[config.mk]
export PLATFORM = sky130hd
export DESIGN_NAME = tdm_frame_tx
export DESIGN_NICKNAME = d
export VERILOG_FILES = /design/src/rtl/tdm_frame_tx.sv
export SDC_FILE = /design/constraint.sdc
export NUM_CORES = 1
export LEC_CHECK = 0
export CORE_MARGIN = 2
export CORE_UTILIZATION = 55
export CTS_BUF_LIST = sky130_fd_sc_hd__clkbuf_8
export DETAILED_ROUTE_END_ITERATION = 10
export MAX_ROUTING_LAYER = met4
export PLACE_DENSITY = 0.71
export RECOVER_POWER = 100
export SYNTH_ARGS = -nofsm -noshare
export SYNTH_HDL_FRONTEND = slang
export SYNTH_SLANG_ARGS = --single-unit
[constraint.sdc]
create_clock -name clk50 -period 5.55 [get_ports clk50]
set_input_delay 1.665 -clock clk50 [delete_from_list [all_inputs] [get_ports clk50]]
set_output_delay 1.665 -clock clk50 [all_outputs]
set_load 0.05 [all_outputs]
[src/rtl/tdm_frame_tx.sv]
// Transmit end of the f0/c4 TDM link.
// Generates the c4 bit clock and the active-low f0 frame pulse from clk50.
// Serialises the active bank of a double-buffered channel table, MSB first, channel 0 first.
// The host writes the shadow bank; a commit swaps the banks at the next frame boundary.
module tdm_frame_tx #(
  parameter int unsigned C4_HALF  = 6,   // clk50 cycles per c4 half-period, min 2
  parameter int unsigned CHANNELS = 32,  // 8-bit channels per frame, min 2
  parameter int unsigned CH_W     = 5    // channel address width, 2**CH_W >= CHANNELS
) (
  input  logic            clk50,
  input  logic            reset_n,
  input  logic            enable,
  input  logic            wr_en,
  input  logic [CH_W-1:0] wr_addr,
  input  logic [7:0]      wr_data,
  input  logic            commit,
  output logic            c4,
  output logic            f0,
  output logic            data_to_dt,
  output logic            frame_start,
  output logic            swap_done,
  output logic            stale
);

  localparam int unsigned Periods = 16 * CHANNELS;  // c4 periods per frame
  localparam int unsigned PcntW   = $clog2(Periods);
  localparam int unsigned DivW    = $clog2(C4_HALF);
  localparam int unsigned IdxW    = $clog2(CHANNELS);

  typedef enum logic [0:0] {StIdle, StRun} state_e;

  state_e             state_q, state_d;
  logic [DivW-1:0]    div_q, div_d;
  logic               ph_q, ph_d;
  logic [PcntW-1:0]   pcnt_q, pcnt_d;
  logic               c4_q, c4_d;
  logic               f0_q, f0_d;
  logic               data_q, data_d;
  logic               frame_start_q, frame_start_d;
  logic               swap_done_q, swap_done_d;
  logic               stale_q, stale_d;
  logic               active_q, active_d;
  logic               pending_q, pending_d;
  logic               enter;     // this edge enters c4 period pcnt_d
  logic               boundary;  // this edge enters period 0
  logic               wr_ok;
  logic [7:0]         bank_q [2][CHANNELS];

  // Next-state for framing counters, line outputs and bank selection.
  always_comb begin
    state_d       = state_q;
    div_d         = div_q;
    ph_d          = ph_q;
    pcnt_d        = pcnt_q;
    c4_d          = c4_q;
    f0_d          = f0_q;
    data_d        = data_q;
    frame_start_d = 1'b0;
    swap_done_d   = 1'b0;
    stale_d       = 1'b0;
    active_d      = active_q;
    enter         = 1'b0;
    boundary      = 1'b0;

    case (state_q)
      StIdle: begin
        if (enable) begin
          state_d = StRun;
          div_d   = '0;
          ph_d    = 1'b0;
          pcnt_d  = '0;
          c4_d    = 1'b1;
          enter   = 1'b1;
        end
      end
      StRun: begin
        if (!enable) begin
          state_d = StIdle;
          div_d   = '0;
          ph_d    = 1'b0;
          pcnt_d  = '0;
          c4_d    = 1'b0;
          f0_d    = 1'b1;
          data_d  = 1'b1;
        end else if (div_q == DivW'(C4_HALF - 1)) begin
          div_d = '0;
          if (!ph_q) begin
            c4_d = 1'b0;
            ph_d = 1'b1;
          end else begin
            c4_d   = 1'b1;
            ph_d   = 1'b0;
            pcnt_d = (pcnt_q == PcntW'(Periods - 1)) ? '0 : pcnt_q + 1'b1;
            enter  = 1'b1;
          end
        end else begin
          div_d = div_q + 1'b1;
        end
      end
      default: state_d = StIdle;
    endcase

    if (enter) begin
      if (pcnt_d == '0) begin
        boundary      = 1'b1;
        f0_d          = 1'b1;
        frame_start_d = 1'b1;
        if (pending_q) begin
          active_d    = ~active_q;
          swap_done_d = 1'b1;
        end else begin
          stale_d = 1'b1;
        end
      end
      if (pcnt_d == PcntW'(Periods - 1)) f0_d = 1'b0;
      // Each data bit spans an even/odd period pair; read from the post-swap active bank.
      if (!pcnt_d[0]) data_d = bank_q[active_d][pcnt_d[PcntW-1:4]][~pcnt_d[3:1]];
    end

    // A commit in the boundary cycle is not seen by that boundary, only the next one.
    if (commit)        pending_d = 1'b1;
    else if (boundary) pending_d = 1'b0;
    else               pending_d = pending_q;

    wr_ok = wr_en && (32'(wr_addr) < CHANNELS);
  end

  // Framing state and registered outputs.
  always_ff @(posedge clk50 or negedge reset_n) begin
    if (!reset_n) begin
      state_q       <= StIdle;
      div_q         <= '0;
      ph_q          <= 1'b0;
      pcnt_q        <= '0;
      c4_q          <= 1'b0;
      f0_q          <= 1'b1;
      data_q        <= 1'b1;
      frame_start_q <= 1'b0;
      swap_done_q   <= 1'b0;
      stale_q       <= 1'b0;
      active_q      <= 1'b0;
      pending_q     <= 1'b0;
    end else begin
      state_q       <= state_d;
      div_q         <= div_d;
      ph_q          <= ph_d;
      pcnt_q        <= pcnt_d;
      c4_q          <= c4_d;
      f0_q          <= f0_d;
      data_q        <= data_d;
      frame_start_q <= frame_start_d;
      swap_done_q   <= swap_done_d;
      stale_q       <= stale_d;
      active_q      <= active_d;
      pending_q     <= pending_d;
    end
  end

  // Host writes land in the shadow bank as it stands after this cycle's swap.
  always_ff @(posedge clk50 or negedge reset_n) begin
    if (!reset_n) begin
      for (int b = 0; b < 2; b++) begin
        for (int c = 0; c < CHANNELS; c++) bank_q[b][c] <= 8'hFF;
      end
    end else if (wr_ok) begin
      bank_q[~active_d][wr_addr[IdxW-1:0]] <= wr_data;
    end
  end

  assign c4          = c4_q;
  assign f0          = f0_q;
  assign data_to_dt  = data_q;
  assign frame_start = frame_start_q;
  assign swap_done   = swap_done_q;
  assign stale       = stale_q;

endmodule

======== Word level (Yosys, flattened, before mapping) ========
Index checks and enable logic that the tools add are counted.
storage, ports and cells
  register bits after elaboration ......... 534
  bits of input ports ..................... 18
  output and inout bits ................... 6
cells by class
  $add $sub $neg .......................... 2
  mux-type cells .......................... 60
  order comparisons ....................... 7
  reductions and logical operators ........ 5
  equal/unequal tests ..................... 5
  bitwise gates (word level) .............. 8
operators with widths
  kind                                                        count
  two-way mux 256 bit                                         4
  bitwise mux 512 bit                                         1
  demux 256 bit (select 1 bit)                                1
  two-way mux 9 bit                                           5
  binary-select mux 8 bit (select 5 bit)                      1
  demux 8 bit (select 5 bit)                                  1
  two-way mux 1 bit                                           35
  two-way mux 8 bit                                           3
  equality test 9 bit, second input constant                  2
  case mux 9 bit (2 select lines)                             1
  greater-or-equal comparator 6 bit, second input constant    2
  NOT 5 -> 6 bit                                              2
  adder 9 x 1 -> 9 bit, second input constant                 1
  logical NOT 9 bit                                           1
  two-way mux 3 bit                                           3
  less-than comparator 6 x 1 -> 1 bit, second input constant  1
  case mux 1 bit (2 select lines)                             3
  case mux 3 bit (2 select lines)                             1
  greater-or-equal comparator 2 bit, second input constant    2
  less-than comparator 3 x 4 -> 1 bit, second input constant  1
  NOT 1 -> 2 bit                                              2
  adder 3 x 1 -> 3 bit, second input constant                 1
  binary-select mux 1 bit (select 3 bit)                      1
  equality test 3 bit, second input constant                  1
  other kinds (8)                                             11

======== Depth between registers and ports, before layout ========
Gate-level depths: netlist (run 1).
  word-level depth ........................ 20
  mapped depth ............................ 22
  mapped depth without buffers ............ 19

======== Worst setup path after synthesis (run 1) ========
OpenSTA, ideal clock, no wires.
  path kind ............................... input-to-reg
  from .................................... input port enable
  to ...................................... register bank_q[187] (netlist name)
  buffers on the path ..................... 1
  arrival ................................. 4.976 ns
  stages .................................. 14
  required time ........................... 5.465 ns
  slack ................................... 0.490 ns
  path through ............................ clkbuf_1 -> nand3b_1 -> nor2_1 -> a22oi_1 -> inv_1 -> nor4_2 -> nand3_1 -> nor3_4 -> nand2_2 -> xnor2_2 -> inv_2 -> nor3_4 -> nand2_4 -> mux2_1
on the way
  longest elaborated chain between the ends .. 13
  elaborated cells between the ends (all ways) .. 18
  classes of those cells .................. order compare: 2; mux: 12; bitwise: 2; reduce/logical: 2
RTL lines
  item                                                                                                            RTL line  source
  from (decl)                                                                                                     12        input logic enable,
  two-way mux 9 bit, on equally long branches                                                                     77, 67
  case mux 9 bit (2 select lines) (*)                                                                             65        case (state_q)
  net pcnt_d[1]                                                                                                   35        logic [PcntW-1:0] pcnt_q, pcnt_d;
  logical NOT 9 bit (*)                                                                                           104       if (pcnt_d == '0) begin
  two-way mux 1 bit (*)                                                                                           104
  two-way mux 1 bit (*) (2 in series)                                                                             103       if (enter) begin
  net active_d                                                                                                    42        logic active_q, active_d;
  NOT 1 bit (*)                                                                                                   166       bank_q[~active_d][wr_addr[IdxW-1:0]] <= wr_data;
  NOT 1 -> 2 bit (*)                                                                                              166
  greater-or-equal comparator 2 bit (not written as such) or less-than comparator 2 x 1 -> 1 bit (tied branches)  166
  logical AND 1 bit (not written as such)                                                                         166
  two-way mux 256 bit (not written as such)                                                                       166
  demux 256 bit (select 1 bit) (*)                                                                                166
  bitwise mux 512 bit (*)                                                                                         166
  to (signal, indexed assignment)                                                                                 166
  to (decl)                                                                                                       47        logic [7:0] bank_q [2][CHANNELS];
Mark *: on every way through the listed nets, which the timed path passes. The rest lies on a longest branch. The select of a mux whose other input is x is not followed.
A chain may end at the register's enable or synchronous reset.

======== Final worst setup path (run 1) ========
  from .................................... input port enable
  to ...................................... register bank_q[167] (netlist name)
on the way
  longest elaborated chain between the ends .. 13
  elaborated cells between the ends (all ways) .. 18
  classes of those cells .................. order compare: 2; mux: 12; bitwise: 2; reduce/logical: 2
RTL lines
  item                                                                                                            RTL line
  two-way mux 9 bit, on equally long branches                                                                     77, 67
  case mux 9 bit (2 select lines) (*)                                                                             65
  net pcnt_d[8]                                                                                                   35
  logical NOT 9 bit (*)                                                                                           104
  two-way mux 1 bit (*)                                                                                           104
  two-way mux 1 bit (*) (2 in series)                                                                             103
  NOT 1 bit (*)                                                                                                   166
  NOT 1 -> 2 bit (*)                                                                                              166
  greater-or-equal comparator 2 bit (not written as such) or less-than comparator 2 x 1 -> 1 bit (tied branches)  166
  logical AND 1 bit (not written as such)                                                                         166
  two-way mux 256 bit (not written as such)                                                                       166
  demux 256 bit (select 1 bit) (*)                                                                                166
  bitwise mux 512 bit (*)                                                                                         166
Marks and branches as above.

==> key figures, run 1 <==
Yosys
  • Commonest cells in the netlist: 514 x dfstp_2, 510 x mux2_2, 200 x nand2_1
  • Sequential share of the synthesized area: 53.6%
  • Synthesized cell area: 0.0261 sq mm
  • Yosys cell types: 80
  • Post-Syn Instances: 2101
  • Ys Warns: 0
  • Synth Net Count: 2121
  • Area fraction of the dominant cell type after synthesis: 51.7%
  • Main synth FF type: dfstp_2
  • Post-Syn Area per Cell: 12.4 sq um
  • Post-synth EDFFs: 0
  • Post-synth top area cell: dfstp_2
  • Yosys reg bits: 534
  • Top post-synthesis cells by area: dfstp_2 52%, mux2_2 22%, nand2_1 2.9%, mux2i_1 2.6%, dfrtp_1 1.9%
  • Top-count cell post-synth: dfstp_2
  • Async set-reset flop share out of synthesis: 100%

Final layout
  • Nets@finish: 2328
  • Multi-input gate area: 0.0114 sq mm
  • N_diodes: 0
  • Register area: 0.0140 sq mm
  • Fillers: 3613
  • Synth-to-Final Area Change: 15.9%
  • Layout cells sized above 1: 61.5%
  • Fin cells: 2986

Drt
  • Initial DRC Count: 1843
  • First-pass DRT Iterations: 5
  • DRC: 0
  • Via Count: 19200
  • Final WL: 84300 um
  • Post-detailed-route wirelength per cell: 28.2 um
  • ANT nets after route: 0
  • Vias per inst: 6.43

Min path
  • Hold crit path type: register to register

Power
  • Leak Pwr: 12.4 nW
  • Pwr dens: 427 mW/mm^2
  • Net load switching power: 3.83 mW
  • Maximum vdd ir drop: 0.000279 V
  • Clock network power share: 27.1%
  • Reg power frac: 49.2%
  • Internal: 9.09 mW
  • Switching Share: 29.7%
  • Combinational Power Share: 23.6%

STA
  • Crit share post-route: 96.8%
  • Worst-margin pin slew: 2740 ps
  • Post-Route Skew: 31.1 ps
  • Relative slew slack: -82.3%
  • Slew Limit Fails: 306
  • Crit path time final: 5370 ps
  • Final hold slack: 554 ps
  • Achievable Freq: 186 MHz
  • Final Hold Fails: 0
  • Setup violators final: 0
  • Unrepaired setup endpoints after global routing: false
  • Worst setup margin: 177 ps

Clock tree
  • H-tree Lvls: 3
  • CTS max path bufs: 3
  • Root buffer cell: clkbuf_8
  • Clock slew at reported path FFs: 60 ps
  • Worst-Skew Late Latency: 690 ps
  • CTS tree: yes
  • Cts bufs inserted: 89
  • Clock sinks: 534

Placement
  • Global placement routability congestion: 1.01
  • Dpl ws: -505 ps
  • Port bufs: 23
  • Dpl cells: 2824
  • Detailed placement HPWL: 56600 um

Worst setup path
  • Worst EP required: 6150 ps
  • Cells along the critical path: dlygate4sd3_1 -> clkbuf_1 -> and2_1 -> and3_1 -> a221oi_2 -> buf_4 -> inv_1 -> nor4_2 -> clkbuf_4 -> nand3_1 -> nor3_1 -> nand2_2 -> xnor2_2 -> nand4_1 -> buf_2 -> nor2_2 -> clkbuf_1 -> mux2_2
  • Critical path's top delay family: buffers and inverters
  • CP Buf/Inv Count: 7
  • CP dominant cell by count: clkbuf_1
  • Crit-path max FO: 8
  • CP Launch Type: primary input
  • CP Class: primary input to register
  • Arrival time worst endpoint: 5970 ps
  • CP max-delay cell: dlygate4sd3_1
  • Crit end category: register
  • Max incr delay on CP: 660 ps

Die
  • Starting Density: 55.9%
  • Core Rows: 79
  • Die Y: 222 um
  • Core Footprint: 0.0468 sq mm
  • Die Wd: 222 um
  • Die area: 0.0493 sq mm
  • I/O pin count: 24

Global route
  • Largest net degree at the start of global routing: 103
  • First-pass GRT wire length: 127000 um
  • Number of global-route vias before repair: 19500
  • GRT Total Usage: 35.6%
  • Total congestion overflow: 0
  • Initial antenna violation count: 0

Status
  • Status: finished with violations
  • Violated checks: capacitance limit, slew limit

Run
  • Max-cap viol count: 4
[final cells by class]
cell class | instances | area share (%)
inverters | 15 | 0.190
clock inverters | 47 | 0.731
multi-input cells | 1397 | 37.7
flip-flops and latches | 534 | 46.3
clock buffers | 115 | 5.23
repair buffers | 271 | 7.34
well taps | 607 | 2.51
[repair_timing]
item | 4_1_cts | 5_1_grt
buffers inserted | 0 | 0
hold buffers | 0 | 0
resized for setup | 0 | 1
setup endpoints to repair | 0 | 1
[cells by family after synthesis]
| family | after synthesis | synth area share, % |
|---|---|---|
| XOR/XNOR | 4 | 0.163 |
| AO/OA/AOI/OAI | 316 | 8.33 |
| adder cells (fa/ha/maj) | 2 | 0.0958 |
| buffers and inverters | 170 | 2.47 |
| multiplexers | 607 | 26.6 |
| flip-flops | 534 | 53.6 |
| AND/OR/NAND/NOR | 468 | 8.77 |
[flip-flops by register name, summed over array words and instances (netlist names)]
register / flops
ph_q: 1
frame_start: 1
active_q: 1
div_q: 3
pcnt_q: 9
swap_done: 1
stale: 1
data_to_dt: 1
f0: 1
state_q: 1
c4: 1
bank_q: 512
pending_q: 1
[power by group through the flow]
stage,sequential [mW],combinational (mW),clock (mW)
6_report,6.36,3.05,3.51
5_1_grt,6.49,3.25,3.73
4_1_cts,6.35,3.06,3.57
3_5_place_dp,6.40,3.04,0
3_3_place_gp,6.32,2.95,0
2_1_floorplan,6.13,2.13,0
[path summary, 6_finish.rpt]
| kind | startpoint | to | slack [ps] | cells after the start |
|---|---|---|---|---|
| max | enable | bank_q[167] | 180 | 18 |
| min in group asynchronous | reset_n | div_q[1] | 1870 | 1 |
| max in group asynchronous | reset_n | bank_q[19] | 890 | 2 |
| min | ph_q | ph_q | 550 | 2 |
| max reg2reg | pcnt_q[0] | bank_q[167] | 340 | 21 |
| min reg2reg | ph_q | ph_q | 550 | 2 |
[cells in the final DEF, fill, tap and decap left out, types with 50 or more instances in the layout]
master and instances:
clkbuf_8 115, nand2_1 200, a31oi_1 61, nor2_1 68
a21oi_1 54, nand3_1 58, buf_4 171, mux2_2 510
nor3_1 50, mux2i_1 68, dfstp_2 514
[layer usage]
metal	GRT usage [%]	share of wire, %
met4	15.4	5.0
met5	-	0
met1	46.3	41
met2	53.7	46
met3	8.06	8.5
[per-stage QoR]
step / area (sq um) / utilization (%) / power, mW / setup TNS (ps)
floorplan: 26100 / - / 8.25 / 0
global placement: 28800 / 61.6 / 9.27 / -31040
detailed placement: 28800 / 61.6 / 9.44 / -55630
CTS: 30600 / 65.5 / 13.0 / 0
global route: 30300 / 64.8 / 13.5 / 0
finish: 30300 / 64.8 / 12.9 / 0
[worst register-to-register path: cells and delay by family, from the launching register on]
| kind | cells | cell delay, ps |
|---|---|---|
| mux | 1 | 350 |
| buf+inv | 5 | 980 |
| fa+ha+maj | 2 | 560 |
| xor+xnor | 1 | 250 |
| flops | 1 | 460 |
| compound gates | 2 | 410 |
| simple gates | 10 | 2130 |
No activity file was read; power rests on OpenSTA's default activity.
==> run 2: changes to the inputs <==
--- a/config.mk
+++ b/config.mk
@@ -12,6 +12,7 @@
 export MAX_ROUTING_LAYER = met4
 export PLACE_DENSITY = 0.71
 export RECOVER_POWER = 100
+export REMOVE_ABC_BUFFERS = 1
 export SYNTH_ARGS = -nofsm -noshare
 export SYNTH_HDL_FRONTEND = slang
 export SYNTH_SLANG_ARGS = --single-unit
==> run 2 against run 1 <==
  * Count of clock-buffer cells in the layout stayed put
  * Utilization down 0.21 points
  * Sequential power fell by 0.6%
  * Final cell count shrank 0.17%
  * Sequential share of layout area grew 0.15 points
  * The flow still finishes with violations (capacitance limit, slew limit)
  * Hold slack better by 1.5 ps
  * Via count shrank 0.19%
==> key figures, run 2 (synthesized netlist as in run 1, its figures left out) <==
Clock tree
  • Clock sinks: 534
  • # hold bufs at CTS: 0
  • CTS max path bufs: 3
  • Clock slew at reported path FFs: 60 ps
  • Root buffer cell: clkbuf_8
  • Worst-Skew Late Latency: 700 ps
  • H-tree Lvls: 3
  • Cts bufs inserted: 91
  • CTS tree: yes

STA
  • Slew Limit Fails: 186
  • Crit path time final: 5310 ps
  • Crit share post-route: 95.6%
  • Unrepaired setup endpoints after global routing: false
  • Worst-margin pin slew: 3030 ps
  • Setup violators final: 0
  • Relative slew slack: -102%
  • Fin Setup TNS: 0 ps
  • Final Hold Fails: 0
  • Achievable Freq: 188 MHz
  • Final hold slack: 555 ps
  • Post-Route Skew: 30.9 ps

Final layout
  • Multi-input gate area: 0.0114 sq mm
  • Fin cells: 2981
  • Largest register FFs: 512
  • Fillers: 3585
  • Design area: 0.0302 sq mm
  • Nets@finish: 2324
  • Commonest non-fill, non-tap cells in the layout: 514 x dfstp_2, 509 x mux2_2, 200 x nand2_1
  • Synth-to-Final Area Change: 15.5%
  • Largest regs: bank_q x512, pcnt_q x9, div_q x3
  • Register area: 0.0140 sq mm
  • Commonest non-fill, non-tap cell in the layout: dfstp_2
  • Layout cells sized above 1: 61.1%
  • Register name with the most flops: bank_q

Worst setup path
  • CP Buf/Inv Count: 5
  • Critical path's top delay family: simple AND/OR/NAND/NOR gates
  • Flop2flop setup slack: 300 ps
  • CP Launch Type: primary input
  • Levels on crit path: 17
  • Cells along the critical path: clkdlybuf4s50_1 -> nand3b_1 -> o221ai_1 -> a22oi_2 -> clkinv_1 -> nor3_1 -> buf_4 -> nand3_1 -> nor3_4 -> nand2_2 -> xnor2_2 -> nor2_1 -> nand2_1 -> buf_12 -> nor2_1 -> clkbuf_1 -> mux2_2
  • CP max-delay cell: clkdlybuf4s50_1
  • Crit end category: register
  • R2r startpoint: pcnt_q[0]
  • Worst EP required: 6170 ps
  • End point of the critical path: bank_q[476]
  • CP Class: primary input to register
  • Arrival time worst endpoint: 5930 ps
  • CP dominant cell by count: nor2_1
  • Crit. Startpoint: enable
  • FF-to-FF path depth: 21
  • Crit-path max FO: 10
  • Max incr delay on CP: 580 ps
  • Crit Reg-Reg Endpoint: bank_q[476]

Drt
  • Post-detailed-route wirelength per cell: 27.8 um
  • DRC: 0
  • Via Count: 19200
  • Initial DRC Count: 1771
  • Final WL: 82800 um
  • ANT nets after route: 0
  • First-pass DRT Iterations: 8
  • Vias per inst: 6.43

Die
  • Die Y: 222 um
  • Die area: 0.0493 sq mm
  • Starting Density: 55.9%
  • Core Footprint: 0.0468 sq mm
  • I/O pin count: 24
  • Core Rows: 79
  • Die Wd: 222 um

Min path
  • Hold crit path type: register to register
  • Hold-critical path depth: 1

Power
  • Pwr dens: 430 mW/mm^2
  • Total power of the final layout: 13.0 mW
  • Maximum vdd ir drop: 0.000439 V
  • Leak Pwr: 12.3 nW

Global route
  • GRT Total Usage: 34.9%
  • Largest net degree at the start of global routing: 139
  • Initial antenna violation count: 1
  • First-pass GRT wire length: 125000 um
  • Total congestion overflow: 0
  • Number of global-route vias before repair: 19600

Placement
  • Port bufs: 23
  • Detailed placement HPWL: 54800 um
  • Dpl cells: 2818
  • Placed Area: 0.0287 sq mm
  • Global placement routability congestion: 0.969

Status
  • Status: finished with violations
  • Violated checks: capacitance limit, slew limit

Run
  • Max-cap viol count: 2
run 2: worst min-delay path by stage:
stage,startpoint,end
after floorplan,pending_q,stale
after global placement,ph_q,ph_q
after detailed placement,data_to_dt,data_to_dt
after CTS,data_to_dt,data_to_dt
after global routing,data_to_dt,data_to_dt
final,data_to_dt,data_to_dt
run 2: timing repair:
action                                  4_1_cts  5_1_grt
gates resized for setup                       0        3
setup buffers                                 0        0
endpoints found under the setup margin        0        1
run 2: area by class of cell:
cell class / instances / share of cell area [%]
diodes: 1 / 0.00829
clock buffers: 115 / 5.24
clock inverters: 47 / 0.958
inverters: 15 / 0.191
multi-input cells: 1397 / 37.9
flip-flops and latches: 534 / 46.4
well taps: 607 / 2.52
repair buffers: 265 / 6.81
run 2: power breakdown:
part           internal (mW)  total [mW]  switching [mW]
clock network           2.00        3.63            1.63
logic                   1.48        3.03            1.55
registers               5.71        6.32           0.603
total                   9.19        13.0            3.78
run 2: routing by layer:
metal  track usage [%]  part of all wire (%)  vias to the layer above
met5                 -                     0                        -
met4              15.1                   4.7                        0
met3              7.62                   7.7                      236
met2              51.9                    46                      869
met1              46.4                    42                     9915
li1                  -                     -                     8152
run 2: per-stage QoR:
stage	utilization, %	worst slack [ps]
finish	64.6	242
global placement	61.4	-633
detailed placement	61.4	-559
global route	64.6	10.6
floorplan	-	-4380
CTS	65.4	140
run 2: worst reg2reg max path: cells and delay by family, from the launching register on:
family	cells	cell delay, ps
AND/OR/NAND/NOR	11	2110
buffers and inverters	4	950
adder cells (fa/ha/maj)	2	560
AO/OA/AOI/OAI	2	510
flip-flops	1	450
multiplexers	1	390
XOR/XNOR	1	200
==> run 3: changes to the inputs <==
--- a/config.mk
+++ b/config.mk
@@ -6,11 +6,11 @@
 export NUM_CORES = 1
 export LEC_CHECK = 0
 export CORE_MARGIN = 2
-export CORE_UTILIZATION = 55
+export CORE_UTILIZATION = 45
 export CTS_BUF_LIST = sky130_fd_sc_hd__clkbuf_8
 export DETAILED_ROUTE_END_ITERATION = 10
+export GPL_TIMING_DRIVEN = 1
 export MAX_ROUTING_LAYER = met4
-export PLACE_DENSITY = 0.71
 export RECOVER_POWER = 100
 export REMOVE_ABC_BUFFERS = 1
 export SYNTH_ARGS = -nofsm -noshare
==> run 3 against run 2 <==
  * The run still ends with capacitance limit, slew limit left
  * Fmax down 1.1%
  * Die area is 22% higher
  * Count of clock-buffer cells in the layout is the same
  * Global-route usage decreased by 5.3 points
  * Clock power is essentially flat
  * Critical endpoint is now data_to_dt
  * Largest power group unchanged
  * Highest routed layer unchanged
==> key figures, run 3 (synthesized netlist as in run 1, its figures left out) <==
Power
  • Total power of the final layout: 13.1 mW
  • Pwr dens: 426 mW/mm^2
  • Leak Pwr: 12.6 nW
  • Maximum vdd ir drop: 0.000229 V

Die
  • Die area: 0.0600 sq mm
  • Die Wd: 245 um
  • Starting Density: 45.4%
  • Die Y: 245 um
  • Core Rows: 88
  • Core Footprint: 0.0576 sq mm
  • I/O pin count: 24

Global route
  • Initial antenna violation count: 3
  • Largest net degree at the start of global routing: 118
  • Total congestion overflow: 0
  • GRT Total Usage: 29.6%
  • Number of global-route vias before repair: 19300
  • First-pass GRT wire length: 127000 um

Final layout
  • Fin cells: 3151
  • Fillers: 5008
  • Largest register FFs: 512
  • Commonest non-fill, non-tap cell in the layout: dfstp_2
  • Nets@finish: 2338
  • Layout cells sized above 1: 61.9%
  • Multi-input gate area: 0.0115 sq mm
  • Register area: 0.0140 sq mm
  • Synth-to-Final Area Change: 17.4%
  • Largest regs: bank_q x512, pcnt_q x9, div_q x3
  • Commonest non-fill, non-tap cells in the layout: 514 x dfstp_2, 510 x mux2_2, 200 x nand2_1
  • Register name with the most flops: bank_q

STA
  • Setup violators final: 0
  • Slew Limit Fails: 464
  • Relative slew slack: -65.0%
  • Achievable Freq: 186 MHz
  • Post-Route Skew: 33.6 ps
  • Worst setup margin: 183 ps
  • Fin Setup TNS: 0 ps
  • Crit path time final: 5370 ps
  • Final hold slack: 556 ps
  • Worst-margin pin slew: 2480 ps
  • Final Hold Fails: 0
  • Unrepaired setup endpoints after global routing: false
  • Crit share post-route: 96.7%

Clock tree
  • CTS tree: yes
  • Worst-Skew Late Latency: 700 ps
  • Clock slew at reported path FFs: 60 ps
  • Cts bufs inserted: 96
  • H-tree Lvls: 3
  • Root buffer cell: clkbuf_8
  • CTS max path bufs: 3
  • Clock sinks: 534

Drt
  • Vias per inst: 5.96
  • DRC: 0
  • Via Count: 18800
  • Post-detailed-route wirelength per cell: 26.9 um
  • Initial DRC Count: 1332
  • ANT nets after route: 0
  • Final WL: 84800 um
  • First-pass DRT Iterations: 5

Worst setup path
  • Flop2flop setup slack: 240 ps
  • Crit end category: register
  • FF-to-FF path depth: 22
  • CP Class: primary input to register
  • Crit-path max FO: 13
  • Crit Reg-Reg Endpoint: data_to_dt
  • Worst EP required: 6180 ps
  • Arrival time worst endpoint: 6000 ps
  • R2r startpoint: pcnt_q[0]
  • CP Launch Type: primary input

Placement
  • Dpl ws: -824 ps
  • Detailed placement HPWL: 57400 um
  • Global placement routability congestion: 0.969
  • Dpl cells: 2985
  • Port bufs: 23

Min path
  • Hold worst-path end: data_to_dt
  • Hold crit path type: register to register
  • Hold Crit Start: data_to_dt
  • Hold-critical path depth: 1

Status
  • Violated checks: capacitance limit, slew limit
  • Status: finished with violations

Run
  • Max-cap viol count: 5
-- run 3: cell types whose count changed in the layout (fill, tap and decap cells not counted), sizes merged --
cell and delta:
clkbuf -11, buf +20, inv -1, clkinvlp +1, diode +3
-- run 3: area by class of cell --
| cell class | instances | share of cell area, % |
|---|---|---|
| clock inverter | 47 | 0.930 |
| antenna | 4 | 0.0326 |
| inverter | 15 | 0.188 |
| multi-input combinational | 1397 | 37.5 |
| sequential | 534 | 45.7 |
| timing repair buffer | 274 | 7.38 |
| tap | 765 | 3.12 |
| clock buffer | 115 | 5.16 |
-- run 3: where the power goes --
part,internal (mW),switching (mW),total (mW)
registers,5.71,0.621,6.33
logic,1.53,1.57,3.11
clock network,2.00,1.63,3.63
-- run 3: how the worst max path moves through the flow --
stage / from / end / slack (ps) / cells after the start
3_5_place_dp: enable / data_to_dt / -820 / 20
6_report: enable / data_to_dt / 180 / 20
2_1_floorplan: enable / data_to_dt / -4380 / 14
3_3_place_gp: enable / data_to_dt / -800 / 20
4_1_cts: pcnt_q[0] / data_to_dt / 80 / 22
5_1_grt: pcnt_q[0] / bank_q[323] / 40 / 22
-- run 3: through the flow --
stage / area (sq um) / utilization (%)
global placement: 29100 / 50.5
detailed placement: 29100 / 50.5
floorplan: 25500 / -
finish: 30700 / 53.3
global route: 30700 / 53.3
CTS: 31000 / 53.8
-- run 3: per-layer routing --
| metal | up-vias | GRT usage [%] | part of all wire, % |
|---|---|---|---|
| li1 | 8184 | - | - |
| met1 | 9800 | 38.6 | 44 |
| met2 | 612 | 44.8 | 46 |
| met3 | 190 | 6.34 | 6.1 |
| met4 | 0 | 12.5 | 4.5 |
| met5 | - | - | 0 |
-- run 3: repair_timing --
action,in CTS,in global routing
buffers inserted,0,0
hold buffers,0,0
gates resized for setup,4,9
setup endpoints to repair,1,2
-- run 3: worst max-delay path, stage by stage --
cell and delay (ps):
clkdlybuf4s50_1 460, buf_4 160, nand2_1 100, buf_4 130, o21ai_1 190, a211oi_4 380
nand4_1 130, buf_4 160, nor4_4 370, buf_12 190, xnor2_2 110, buf_12 200
buf_4 170, nand2_1 80, a31oi_2 200, a2111oi_2 450, or3_1 240, o211ai_1 140
a31o_1 200, o32a_1 270
